File: config.mk
export PLATFORM = sky130hd
export DESIGN_NAME = hex_counter_4dig
export DESIGN_NICKNAME = d
export VERILOG_FILES = /design/src/rtl/hex_counter_4dig.sv
export SDC_FILE = /design/constraint.sdc
export NUM_CORES = 1
export LEC_CHECK = 0
export CORE_ASPECT_RATIO = 0.75
export CORE_MARGIN = 10
export CORE_UTILIZATION = 51
export CTS_BUF_LIST = sky130_fd_sc_hd__clkbuf_4 sky130_fd_sc_hd__clkbuf_8 sky130_fd_sc_hd__clkbuf_16
export DETAILED_ROUTE_END_ITERATION = 8
export DONT_BUFFER_PORTS = 1
export MAX_ROUTING_LAYER = met4
export PLACE_DENSITY = 0.69
export SYNTH_ARGS = -nofsm -noshare
export SYNTH_HDL_FRONTEND = slang
export SYNTH_SLANG_ARGS = --single-unit
export TNS_END_PERCENT = 10
File: constraint.sdc
create_clock -name clk -period 5.15 [get_ports clk]
set_input_delay 1.03 -clock clk [delete_from_list [all_inputs] [get_ports clk]]
set_output_delay 1.03 -clock clk [all_outputs]
set_load 0.1 [all_outputs]
File: src/rtl/hex_counter_4dig.sv
// hex_counter_4dig: four-digit hex/BCD event counter with prescaler and start/stop/clear control
// Ports: clk; rst_n (async, active-low); start/stop/clear single-cycle pulses; up_dn (1 = up);
//   d0..d3 registered digit nibbles (d0 least significant); running high while in RUN;
//   wrap one-cycle pulse on full-count rollover in either direction.
// Macro HEX_COUNTER_BCD_MODE_EN: digits count 0-9 instead of 0-F.
module hex_counter_4dig #(
  parameter int PRESCALE = 50000000,
  parameter int PS_W = 26
) (
  input  logic       clk,
  input  logic       rst_n,
  input  logic       start,
  input  logic       stop,
  input  logic       clear,
  input  logic       up_dn,
  output logic [3:0] d0,
  output logic [3:0] d1,
  output logic [3:0] d2,
  output logic [3:0] d3,
  output logic       running,
  output logic       wrap
);
`ifdef HEX_COUNTER_BCD_MODE_EN
  localparam logic [3:0] DMAX = 4'd9;
`else
  localparam logic [3:0] DMAX = 4'hf;
`endif
  typedef enum logic [1:0] {IDLE, RUN, PAUSE} state_t;
  state_t state_q, state_d;
  logic [PS_W-1:0] ps_q, ps_d;
  logic [3:0][3:0] dig_q, dig_d, dig_nx;
  logic running_q, running_d, wrap_q, wrap_d, step, cy, lim;
  always_ff @(posedge clk or negedge rst_n)
    if (!rst_n) state_q <= IDLE;
    else state_q <= state_d;
  // stop outranks start even where stop itself has no effect
  always_comb
    state_d = clear ? IDLE :
              (stop && state_q == RUN) ? PAUSE :
              (start && !stop && state_q != RUN) ? RUN : state_q;
  always_comb running_d = state_d == RUN;
  assign step = state_q == RUN && ps_q == PS_W'(PRESCALE - 1);
  // ripple carry/borrow across digits; cy left set means the whole count rolled over
  always_comb begin
    cy = 1'b1;
    lim = 1'b0;
    dig_nx = dig_q;
    for (int i = 0; i < 4; i++) begin
      lim = up_dn ? dig_q[i] == DMAX : dig_q[i] == 4'd0;
      dig_nx[i] = !cy ? dig_q[i] : lim ? (up_dn ? 4'd0 : DMAX) :
                  up_dn ? dig_q[i] + 4'd1 : dig_q[i] - 4'd1;
      cy = cy && lim;
    end
  end
  // prescaler holds in PAUSE so a resume keeps the partial period
  always_comb begin
    ps_d = (clear || state_q == IDLE) ? '0 : state_q != RUN ? ps_q : step ? '0 : ps_q + 1'b1;
    dig_d = clear ? '0 : step ? dig_nx : dig_q;
    wrap_d = !clear && step && cy;
  end
  always_ff @(posedge clk or negedge rst_n)
    if (!rst_n) begin
      ps_q <= '0;
      dig_q <= '0;
      running_q <= 1'b0;
      wrap_q <= 1'b0;
    end else begin
      ps_q <= ps_d;
      dig_q <= dig_d;
      running_q <= running_d;
      wrap_q <= wrap_d;
    end
  assign {d3, d2, d1, d0} = dig_q;
  assign running = running_q;
  assign wrap = wrap_q;
endmodule

==> results by stage <==
Synthesis:
- In this run, synthesis inferred 0 flip-flops with an integrated enable.
- Summing the areas of all xor and xnor instances in the mapped netlist gives 7.071% of the synthesized area.
- After synthesis, the share of flip-flops with an asynchronous set or reset is 100.0%.
- The netlist area before placement is a little under 0.003 mm².
- The total of warnings raised by yosys is 0.
- The netlist uses between 50 and 60 different library cells.
- The number of nets handed over by synthesis was about 350.
- The post-synthesis register bit count is 46.
- The portion of synthesized area spent on multiplexers is about 2.4%.
- Each instance of the synthesized netlist takes up on average approximately 9.1 µm².
- The combinational family with the most area after synthesis is simple AND/OR/NAND/NOR gates.
- Synthesis handed over a netlist of approximately 330 instances.
- The complex-gate fraction of the synthesized area is 14.65%.
- For this run, the register share of the synthesized area comes to about two fifths.
- The synthesized netlist devotes 6.902% of its cell area to adder and majority cells.
- The most used flip-flop cell after synthesis is sky130_fd_sc_hd__dfrtp_1.
- The synthesized-area fraction occupied by and/or/nand/nor cells is 27.31%.

GRT:
- The number of antenna violations at the first check in global routing is 0.
- The via count of the first global-routing pass is between 2,000 and 2,500.
- The first global-routing pass estimated between 10,000 and 15,000 µm of wire.
- Global routing consumed, over all layers together, between 10% and 20% of the routing resources.
- Entering global routing, the biggest net connects between 40 and 50 pins.
- After global routing the overflow that remains totals 0.

Clock tree:
- The tree is rooted in a sky130_fd_sc_hd__clkbuf_8.
- The total CTS buffers is 5.
- The clock network latency to the later pin of the worst-skew pair is ~0.30 ns.
- The number of resized instances in the post-cts repair step is 0.
- The buffer depth of the longest clock path is 2.
- TritonCTS built the clock tree.
- After clock tree synthesis, the flow added hold-fix buffers numbering 0.
- The H-tree was split into 2 levels.
- Buffers added to address setup during post-CTS repair amount to 0.
- The sink count of the clock tree is 46.
- Clock-pin slew was measured on the worst setup and hold paths at roughly 0.080 ns.

Placed design:
- Summing all placed instances gives a cell area of between 0.003 and 0.004 mm².
- Summed over all nets, the half-perimeter wirelength after detailed placement is between 5000 and 6000 µm.
- The port buffer count is 0.
- The routability congestion estimate from global placement is ~0.88.
- The number of cells after detailed placement is approximately 400.

Power and ir drop:
- The clock network burns about 36% of the power.
- The overall power after layout is approximately 0.61 mW.
- The analysis attributes to net switching a power of around 0.14 mW.
- Sequential cells burn 59.9% of the power.
- The switching fraction of total power is about 22%.
- In this run the power density over the cells is between 150 and 200 mW/mm².
- The relative contribution of combinational cells to total power is under 10%.
- The cell internal power dissipation is between 0.4 and 0.5 mW.
- The worst voltage drop across the vdd grid is approximately 0.15 mV.
- In this run the static leakage power is approximately 1.3 nW.

STA:
- Setup repair after global routing left no endpoint under its margin.
- The count of endpoints failing hold in the final timing report came to 0.
- The max-slew violation count is 0.
- The clock arrives with slightly above 0.004 ns of skew.
- The slew at the pin closest to its max-slew limit is 1.116 ns.
- The highest clock frequency the design can meet is ~350 MHz.
- The total negative slack for setup checks is 0 ns.
- Headroom to the max-slew limit came out at 25.59%.
- Setup violations remaining at the end of the flow were counted as 0.
- The part of the cycle the worst path needs is between 50% and 60%.
- The clock period could shrink to 2.897 ns.

Floorplanning:
- The number of top-level pins is 24.
- The height of the chip is roughly 86 µm.
- From left edge to right edge, the die measures roughly 110 µm.
- The standard-cell row count is 23.
- The core box area is approximately 0.0055 mm².
- Once the floorplan was initialized, standard cells occupied 54.09% of the core.
- The die covers 0.009315 mm².

Finish:
- The repair_antennas step left the layout with diodes totalling 0.
- The fill cell total of the finished layout is just over 500.
- The most frequent standard cell in the layout excluding fill and tap cells is sky130_fd_sc_hd__dfrtp_1.
- The post-route netlist has just under 6% of its cells at a drive strength greater than 1.
- In the layout the commonest cells are sky130_fd_sc_hd__dfrtp_1 (46), sky130_fd_sc_hd__nor2_1 (37), sky130_fd_sc_hd__nand2_1 (29).
- Excluding fillers, the count of instances in the completed layout stands at between 400 and 500.
- In the final design database the tool counted between 300 and 400 nets.
- The signed area change from the synthesized netlist to the final layout is 5.177%.
- The post-layout instance area is between 0.003 and 0.004 mm².

Worst setup path:
- At the worst endpoint, the arrival time is roughly 3.1 ns.
- The required arrival time at the worst endpoint is 5.38 ns.
- The maximum fanout count along the critical path is 7.
- The category of the worst setup path capture point is a flip-flop.
- The classification of the worst setup path is reg2reg.
- The type of origin of the critical path is a flip-flop.

Route:
- In this run the remaining antenna-violating nets after routing total 0.
- The first detailed-routing pass took 5 iterations.
- The detailed-route via count is ~2,500.
- After detailed routing, the number of remaining DRC violations is 0.
- The routed design has slightly below 7000 µm of wire.
- Dividing the detail-routed via count by the number of cells gives slightly above 6.
- The average wire per standard cell is 17.27 µm.
- After the first detailed-routing iteration, the DRC count stood at 191.

Hold path:
- In this run the worst hold path is classified as in2async.

Flow run:
- The max-cap check violation count is 0.

Run status:
- The flow ran to the end, and the final reports show no timing, DRC or antenna violations.
[power by group through the flow]
stage / Combinational [mW] / Sequential, mW / Clock, mW
after global routing: 0.0302 / 0.367 / 0.238
after floorplan: 0.0241 / 0.373 / 0
after detailed placement: 0.0266 / 0.374 / 0
final: 0.0269 / 0.367 / 0.218
after global placement: 0.0257 / 0.374 / 0
after CTS: 0.0267 / 0.367 / 0.223
[metal layers]
layer / GRT usage [%] / vias up / wire (µm)
met2: 20.73 / 71 / 2772
li1: - / 1199 / -
met1: 21.96 / 1183 / 3549
met5: - / - / 0
met3: 4.185 / 9 / 530
met4: 3.874 / 0 / 89
[registers in the layout, summed over array words and instances (netlist names)]
register and count:
wrap 1, d0 4, d1 4, d2 4, ps_q 26, state_q 2, d3 4, running 1
[worst max-delay path, stage by stage (launching register included)]
cell	delay, ns
sky130_fd_sc_hd__dfrtp_1	1.02
sky130_fd_sc_hd__nand4_2	0.33
sky130_fd_sc_hd__or3_4	0.50
sky130_fd_sc_hd__a2111o_1	0.54
sky130_fd_sc_hd__a211o_1	0.32
sky130_fd_sc_hd__a21oi_2	0.13
[metrics by stage]
step | utilization (%) | setup WS, ns | hold WS, ns
finish | 56.89 | 2.253 | 0.4209
global route | 56.89 | 2.128 | 0.4007
CTS | 56.89 | 2.249 | 0.4131
detailed placement | 55.36 | 2.267 | 0.4969
global placement | 55.36 | 2.320 | 0.5028
floorplan | - | 2.456 | 0.4646
[Yosys cell counts, drive strengths merged (2+ instances only)]
cell type | number | area, µm²
inv | 14 | 52.55
a21oi | 21 | 112.6
o21ai | 8 | 40.03
mux2i | 6 | 60.06
nor4 | 8 | 56.30
a211oi | 4 | 30.03
a22o | 2 | 17.52
nand3 | 18 | 90.09
a31oi | 6 | 37.54
or3 | 5 | 36.28
dfrtp | 46 | 1151
nand2b | 2 | 12.51
nor2 | 37 | 138.9
and3 | 5 | 31.28
ha | 10 | 125.1
a21o | 3 | 22.52
a22oi | 2 | 15.01
nand4 | 15 | 106.4
nor4b | 2 | 17.52
and4 | 6 | 52.55
a221oi | 2 | 17.52
a211o | 2 | 17.52
and2 | 5 | 31.28
buf | 2 | 8.750
nor3 | 7 | 40.04
clkbuf | 6 | 22.52
fa | 4 | 80.08
nor2b | 4 | 25.02
nand2 | 29 | 108.9
xnor2 | 13 | 113.9
xor2 | 11 | 96.34
o211a | 2 | 20.02
[final cells by class]
| class | instances | area (µm²) | area share, % |
|---|---|---|---|
| Timing Repair Buffer | 1 | 7.507 | 0.2401 |
| Multi-Input combinational cell | 258 | 1734 | 55.46 |
| Sequential cell | 46 | 1151 | 36.81 |
| Clock buffer | 7 | 83.83 | 2.681 |
| Tap cell | 75 | 93.84 | 3.001 |
| Inverter | 15 | 56.30 | 1.801 |
[cells by family (layout without fill, tap and decap cells)]
| group | Yosys count | count (layout) |
|---|---|---|
| compound gates | 62 | 62 |
| flops | 46 | 46 |
| mux | 7 | 7 |
| buf+inv | 23 | 23 |
| simple gates | 151 | 151 |
| xor+xnor | 24 | 24 |
| fa+ha+maj | 14 | 14 |
[path summary, 6_finish.rpt]
path / from / end / slack, ns / cells past startpoint
max: d1[0] / d2[1] / 2.25 / 5
min: rst_n / d0[1] / 0.42 / 0
max reg2reg: d1[0] / d2[1] / 2.25 / 5
min reg2reg: ps_q[23] / ps_q[23] / 0.52 / 1
max in group asynchronous: rst_n / d1[0] / 4.63 / 0
min in group clk: ps_q[23] / ps_q[23] / 0.52 / 1
No activity file was read; power rests on OpenSTA's default activity.
